File: config.mk
export PLATFORM = sky130hd
export DESIGN_NAME = mem_readback_unit_flat
export DESIGN_NICKNAME = d
export VERILOG_FILES = /design/src/rtl/mem_readback_unit_if.sv /design/src/rtl/mem_readback_unit.sv /design/src/flat_wrapper.sv
export SDC_FILE = /design/constraint.sdc
export NUM_CORES = 1
export LEC_CHECK = 0
export CAP_MARGIN = 0
export CORE_UTILIZATION = 30
export CTS_BUF_LIST = sky130_fd_sc_hd__clkbuf_4
export DETAILED_ROUTE_END_ITERATION = 8
export SLEW_MARGIN = 20
export SYNTH_ARGS = -nofsm -noshare
export SYNTH_HDL_FRONTEND = slang
export SYNTH_SLANG_ARGS = --single-unit
File: constraint.sdc
create_clock -name clk -period 8.77 [get_ports clk]
set_input_delay 2.1925 -clock clk [delete_from_list [all_inputs] [get_ports clk]]
set_output_delay 2.1925 -clock clk [all_outputs]
set_load 0.02 [all_outputs]
File: src/rtl/mem_readback_unit_if.sv
// Bundles the readback request, data-memory read port and output word stream.
// master is taken by the readback unit; slave is taken by its environment.
interface mem_readback_unit_if #(
   parameter int DATA_WIDTH         = 64,
   parameter int THREAD_INDEX_BITS  = 3,
   parameter int DATA_MEM_ADDR_BITS = 8
);
   logic                                        in_start;
   logic [THREAD_INDEX_BITS-1:0]                in_thread_index;
   logic [DATA_MEM_ADDR_BITS-1:0]               in_base_addr;
   logic [DATA_MEM_ADDR_BITS:0]                 in_word_count;
   logic [THREAD_INDEX_BITS+DATA_MEM_ADDR_BITS-1:0] out_mem_raddr;
   logic [DATA_WIDTH-1:0]                       in_mem_rdata;
   logic                                        out_valid;
   logic                                        in_ready;
   logic [DATA_WIDTH-1:0]                       out_data;
   logic                                        out_last;
   logic                                        out_busy;
   logic                                        out_done;

   modport master (
      input  in_start, in_thread_index, in_base_addr, in_word_count,
      input  in_mem_rdata, in_ready,
      output out_mem_raddr, out_valid, out_data, out_last, out_busy, out_done
   );

   modport slave (
      output in_start, in_thread_index, in_base_addr, in_word_count,
      output in_mem_rdata, in_ready,
      input  out_mem_raddr, out_valid, out_data, out_last, out_busy, out_done
   );
endinterface

File: src/rtl/mem_readback_unit.sv
// Streams a burst of words from one thread's data-memory region; first word valid two edges
// after the accepting edge, one word/cycle; backpressure via in_ready, 2-entry buffer never overflows.
module mem_readback_unit #(
   parameter int DATA_WIDTH         = 64,
   parameter int THREAD_INDEX_BITS  = 3,
   parameter int DATA_MEM_ADDR_BITS = 8
) (
   input logic                 clk,
   input logic                 reset,
   mem_readback_unit_if.master bus
);
   localparam int CNT_W = DATA_MEM_ADDR_BITS + 1;

   typedef enum logic [1:0] {IDLE, READ, DRAIN} state_t;

   state_t                        state_q, state_d;
   logic [THREAD_INDEX_BITS-1:0]  thread_q, thread_d;
   logic [DATA_MEM_ADDR_BITS-1:0] addr_q, addr_d;
   logic [CNT_W-1:0]              remain_q, remain_d;
   logic                          inflight_q, inflight_d;
   logic                          inflight_last_q, inflight_last_d;
   logic [DATA_WIDTH-1:0]         buf_dat_q [2];
   logic [DATA_WIDTH-1:0]         buf_dat_d [2];
   logic [1:0]                    buf_last_q, buf_last_d;
   logic                          wr_ptr_q, wr_ptr_d;
   logic                          rd_ptr_q, rd_ptr_d;
   logic [1:0]                    cnt_q, cnt_d;
   logic                          done_q, done_d;
   logic                          issue;
   logic                          pop;
   logic                          head_last;
   logic [2:0]                    slots;

   always_comb begin
      state_d         = state_q;
      thread_d        = thread_q;
      addr_d          = addr_q;
      remain_d        = remain_q;
      buf_dat_d       = buf_dat_q;
      buf_last_d      = buf_last_q;
      wr_ptr_d        = wr_ptr_q;
      rd_ptr_d        = rd_ptr_q;
      done_d          = 1'b0;
      issue           = 1'b0;
      pop             = (cnt_q != 2'd0) && bus.in_ready;
      head_last       = buf_last_q[rd_ptr_q];
      // Occupancy is counted after this cycle's pop so a steady in_ready sustains full rate.
      slots           = {1'b0, cnt_q} + {2'b00, inflight_q} - {2'b00, pop};

      case (state_q)
         IDLE: begin
            if (bus.in_start) begin
               thread_d = bus.in_thread_index;
               addr_d   = bus.in_base_addr;
               remain_d = bus.in_word_count;
               if (bus.in_word_count == '0) begin
                  done_d = 1'b1;
               end else begin
                  state_d = READ;
               end
            end
         end
         READ: begin
            if (slots < 3'd2) begin
               issue    = 1'b1;
               addr_d   = addr_q + 1'b1;
               remain_d = remain_q - 1'b1;
               if (remain_q == CNT_W'(1)) begin
                  state_d = DRAIN;
               end
            end
         end
         DRAIN: begin
            if (pop && head_last) begin
               state_d = IDLE;
               done_d  = 1'b1;
            end
         end
         default: state_d = IDLE;
      endcase

      inflight_d      = issue;
      inflight_last_d = issue && (remain_q == CNT_W'(1));

      // Read data lands exactly one cycle after issue.
      if (inflight_q) begin
         buf_dat_d[wr_ptr_q]  = bus.in_mem_rdata;
         buf_last_d[wr_ptr_q] = inflight_last_q;
         wr_ptr_d             = ~wr_ptr_q;
      end
      if (pop) begin
         rd_ptr_d = ~rd_ptr_q;
      end
      cnt_d = cnt_q + {1'b0, inflight_q} - {1'b0, pop};
   end

   always_ff @(posedge clk) begin
      if (reset) begin
         state_q         <= IDLE;
         thread_q        <= '0;
         addr_q          <= '0;
         remain_q        <= '0;
         inflight_q      <= 1'b0;
         inflight_last_q <= 1'b0;
         buf_dat_q[0]    <= '0;
         buf_dat_q[1]    <= '0;
         buf_last_q      <= '0;
         wr_ptr_q        <= 1'b0;
         rd_ptr_q        <= 1'b0;
         cnt_q           <= '0;
         done_q          <= 1'b0;
      end else begin
         state_q         <= state_d;
         thread_q        <= thread_d;
         addr_q          <= addr_d;
         remain_q        <= remain_d;
         inflight_q      <= inflight_d;
         inflight_last_q <= inflight_last_d;
         buf_dat_q       <= buf_dat_d;
         buf_last_q      <= buf_last_d;
         wr_ptr_q        <= wr_ptr_d;
         rd_ptr_q        <= rd_ptr_d;
         cnt_q           <= cnt_d;
         done_q          <= done_d;
      end
   end

   assign bus.out_mem_raddr = {thread_q, addr_q};
   assign bus.out_valid     = (cnt_q != 2'd0);
   assign bus.out_data      = bus.out_valid ? buf_dat_q[rd_ptr_q] : '0;
   assign bus.out_last      = bus.out_valid && head_last;
   assign bus.out_busy      = (state_q != IDLE);
   assign bus.out_done      = done_q;
endmodule

File: src/flat_wrapper.sv
// flat-port wrapper written by rule: the top's interface ports become plain ports
module mem_readback_unit_flat 
#(
   parameter int DATA_WIDTH         = 64,
   parameter int THREAD_INDEX_BITS  = 3,
   parameter int DATA_MEM_ADDR_BITS = 8
)
  (clk, reset, bus_in_start, bus_in_thread_index, bus_in_base_addr, bus_in_word_count, bus_in_mem_rdata, bus_in_ready, bus_out_mem_raddr, bus_out_valid, bus_out_data, bus_out_last, bus_out_busy, bus_out_done);
  mem_readback_unit_if #(.DATA_WIDTH(DATA_WIDTH), .THREAD_INDEX_BITS(THREAD_INDEX_BITS), .DATA_MEM_ADDR_BITS(DATA_MEM_ADDR_BITS)) bus_i ();
  input logic clk;
  input logic reset;
  input wire logic [$bits(bus_i.in_start)-1:0] bus_in_start;
  input wire logic [$bits(bus_i.in_thread_index)-1:0] bus_in_thread_index;
  input wire logic [$bits(bus_i.in_base_addr)-1:0] bus_in_base_addr;
  input wire logic [$bits(bus_i.in_word_count)-1:0] bus_in_word_count;
  input wire logic [$bits(bus_i.in_mem_rdata)-1:0] bus_in_mem_rdata;
  input wire logic [$bits(bus_i.in_ready)-1:0] bus_in_ready;
  output wire logic [$bits(bus_i.out_mem_raddr)-1:0] bus_out_mem_raddr;
  output wire logic [$bits(bus_i.out_valid)-1:0] bus_out_valid;
  output wire logic [$bits(bus_i.out_data)-1:0] bus_out_data;
  output wire logic [$bits(bus_i.out_last)-1:0] bus_out_last;
  output wire logic [$bits(bus_i.out_busy)-1:0] bus_out_busy;
  output wire logic [$bits(bus_i.out_done)-1:0] bus_out_done;
  assign bus_i.in_start = bus_in_start;
  assign bus_i.in_thread_index = bus_in_thread_index;
  assign bus_i.in_base_addr = bus_in_base_addr;
  assign bus_i.in_word_count = bus_in_word_count;
  assign bus_i.in_mem_rdata = bus_in_mem_rdata;
  assign bus_i.in_ready = bus_in_ready;
  assign bus_out_mem_raddr = bus_i.out_mem_raddr;
  assign bus_out_valid = bus_i.out_valid;
  assign bus_out_data = bus_i.out_data;
  assign bus_out_last = bus_i.out_last;
  assign bus_out_busy = bus_i.out_busy;
  assign bus_out_done = bus_i.out_done;
  mem_readback_unit #(.DATA_WIDTH(DATA_WIDTH), .THREAD_INDEX_BITS(THREAD_INDEX_BITS), .DATA_MEM_ADDR_BITS(DATA_MEM_ADDR_BITS)) u_core (.clk(clk), .reset(reset), .bus(bus_i));
endmodule
==> flow_metrics.py <==
metrics = {
    "setup_path": {
        "worstPathArrival_ps": 3050,
        "cp_cell_sequence": "buf_4, mux2i_1, nor2_1, clkdlybuf4s50_1",
        "crit_path_max_incr_delay_ps": 750,
        "crit_family": "buffers and inverters",
        "critPathCaptureType": "primary output",
        "slowest_stage": "dfxtp_4",
        "crit_buf_inv": 2,
        "critPathKind": "register to primary output",
        "cp_max_fo": 36,
        "crit_required_ps": 6580,
        "start_kind": "register",
    },
    "floorplanning": {
        "die_x_um": 155,
        "dieArea_um2": 23900,
        "rows": 55,
        "start_util_pct": 30.7,
        "core_um2": 22700,
        "io_pins": 167,
        "die_y_um": 155,
    },
    "synthesis": {
        "synth.top_cell.area_share_pct": 45.6,
        "ys_async_sr_fraction_pct": 0,
        "ys_seq_area_share_pct": 45.6,
        "synth_edf_count": 0,
        "postSynthCellCount": 910,
        "syn_area_per_cell_um2": 7.67,
        "yosysUniqueCellTypes": 48,
        "ys_warn_count": 0,
        "synth_seq_cells": 159,
        "syn_nets": 1004,
        "synthFlopType": "dfxtp_1",
        "synth_area_leaders": "dfxtp_1, nand2_1, a21oi_1, mux2i_1, nor2_1",
        "synth_largest_area_cell": "dfxtp_1",
        "netlist_area_um2": 6980,
    },
    "clock_network": {
        "cts_setup_buffers": 0,
        "numCtsBuffers": 17,
        "cts_num_sinks": 159,
        "hold_buffers": 0,
        "htreeDepth": 4,
        "cts-resized-gates": 0,
        "worstSkewPairLatency_ps": 530,
        "cts_tree": "yes",
        "clk_pin_slew_worst_paths_ps": 130,
        "cts_max_path_buffers": 2,
        "root_buffer": "clkbuf_4",
    },
    "routing": {
        "antenna_left": 0,
        "wl_per_cell_um": 14.3,
        "dr.pass1.iters": 5,
        "drc": 0,
        "vias": 6417,
        "wl_mm": 19.0,
        "drtIter0Drc": 295,
        "vias_per_cell": 4.81,
    },
    "timing": {
        "finalCritPeriodShare_pct": 59.8,
        "maxSlewHeadroom_pct": 42.0,
        "setup-violations-final": 0,
        "rsz0062_at_grt": "no",
        "fmax_mhz": 191,
        "fin_skew_ps": 16.4,
        "finalSetupTns_ps": 0,
        "timing.final.hold_violations": 0,
        "worst_pin_slew_ps": 870,
        "fin_crit_ps": 5240,
        "slew_violations": 0,
        "fin_ws_ps": 3530,
    },
    "final_layout": {
        "final_nets": 1129,
        "final_util_pct": 40.0,
        "final_common_cell": "nand2_1",
        "instances_no_fill": 1334,
        "area_delta_synth_final_pct": 30.2,
        "final_layout_size_suffix_gt1_share_pct": 5.34,
        "n_fill_cell": 2428,
        "layout_common_cells": "nand2_1, clkdlybuf4s50_1, dfxtp_1, a21oi_1, nor2_1",
    },
    "power_and_ir_drop": {
        "power_density_nw_per_um2": 229,
        "peakVddDrop_mv": 0.145,
        "leakagePower_nw": 2.92,
        "power_mw": 2.08,
    },
    "placed_design": {
        "pre_cts_slack_ps": 3540,
        "io_buffers": 166,
        "place_inst": 1301,
        "gp_congestion": 0.789,
        "place_hpwl_mm": 11.5,
    },
    "global_routing": {
        "antenna_found_initial": 1,
        "grt_usage_pct": 16.3,
        "grt_overflow": 0,
        "grt_pass1_wl_mm": 31.2,
        "grt_start_max_net_pins": 82,
        "first_global_vias": 6101,
    },
    "worst_hold_path": {
        "hp-class": "register to register",
    },
    "run": {
        "cap_violations": 0,
    },
    "status": {
        "outcome": "completed",
    },
}
[layout make-up]
cell class	instances	area [µm²]	area share (%)
Antenna cell	1	2.50	0.0275
Clock buffer	19	143	1.57
Clock inverter	13	160	1.76
Inverter	11	41.3	0.454
Multi-Input combinational cell	672	3480	38.3
Sequential cell	159	3190	35.1
Tap cell	285	357	3.92
Timing Repair Buffer	174	1720	18.9
[through the flow]
| stage | area [µm²] | hold slack [ps] |
|---|---|---|
| floorplan | 6980 | 432 |
| global placement | 8780 | 440 |
| detailed placement | 8780 | 446 |
| CTS | 9080 | 463 |
| global route | 9090 | 481 |
| finish | 9090 | 456 |
[Yosys cell counts (2+ instances only)]
master / n
nor3b_1: 3
inv_1: 11
clkbuf_1: 44
mux2i_1: 68
and2_1: 8
ha_1: 5
buf_4: 2
a31oi_1: 2
nand3_1: 5
buf_6: 3
a21oi_1: 150
o21ai_0: 21
buf_2: 11
buf_1: 8
nor3_1: 6
nor4_1: 6
nor2_1: 83
nor2b_1: 3
nand2b_1: 3
dfxtp_1: 159
a21o_1: 3
nand4_1: 2
nand2_1: 276
and3_1: 3
a311oi_1: 2
[cell families after synthesis]
| family | Yosys count | synth area share [%] |
|---|---|---|
| AOI/OAI and AO/OA | 190 | 14.7 |
| DFF | 159 | 45.6 |
| buffers and inverters | 79 | 4.88 |
| xor gates and xnor gates | 2 | 0.251 |
| muxes | 69 | 9.91 |
| adders and majority gates | 6 | 1.18 |
| and+or+nand+nor | 405 | 23.5 |
[worst min-delay path, stage by stage, from the launching register on]
cell	delay, ps
dfxtp_1	330
nand2_1	50
a21oi_1	50
[path summary, 6_finish.rpt]
path | slack (ps) | end | cells after the start | start
max reg2reg | 5560 | u_core.remain_q[0] | 10 | u_core.cnt_q[1]
min reg2reg | 460 | u_core.buf_last_q[1] | 2 | u_core.inflight_last_q
max | 3530 | bus_out_last | 4 | u_core.rd_ptr_q
min | 460 | u_core.buf_last_q[1] | 2 | u_core.inflight_last_q
[power breakdown]
group	leakage, nW	internal, mW	switching (mW)	total [mW]
Clock	0.162	0.206	0.269	0.475
Sequential	1.29	0.805	0.0864	0.892
Combinational	1.47	0.273	0.443	0.716
Total	2.92	1.29	0.798	2.08
[flip-flops by register name (all words and copies together), names as in the netlist]
signal                  cells
u_core.rd_ptr_q             1
u_core.bus.out_done         1
u_core.addr_q               8
u_core.state_q              2
u_core.remain_q             9
u_core.wr_ptr_q             1
u_core.buf_dat_q          128
u_core.inflight_last_q      1
u_core.thread_q             3
u_core.buf_last_q           2
u_core.inflight_q           1
u_core.cnt_q                2
[per-layer routing]
metal / up-vias / global-route usage [%] / part of all wire [%]
met2: 155 / 27.8 / 48
met5: - / 0 / 0
met4: 0 / 3.72 / 0.67
met1: 2993 / 20.7 / 46
met3: 7 / 3.75 / 4.8
li1: 3262 / - / -
No activity file was read; power rests on OpenSTA's default activity.
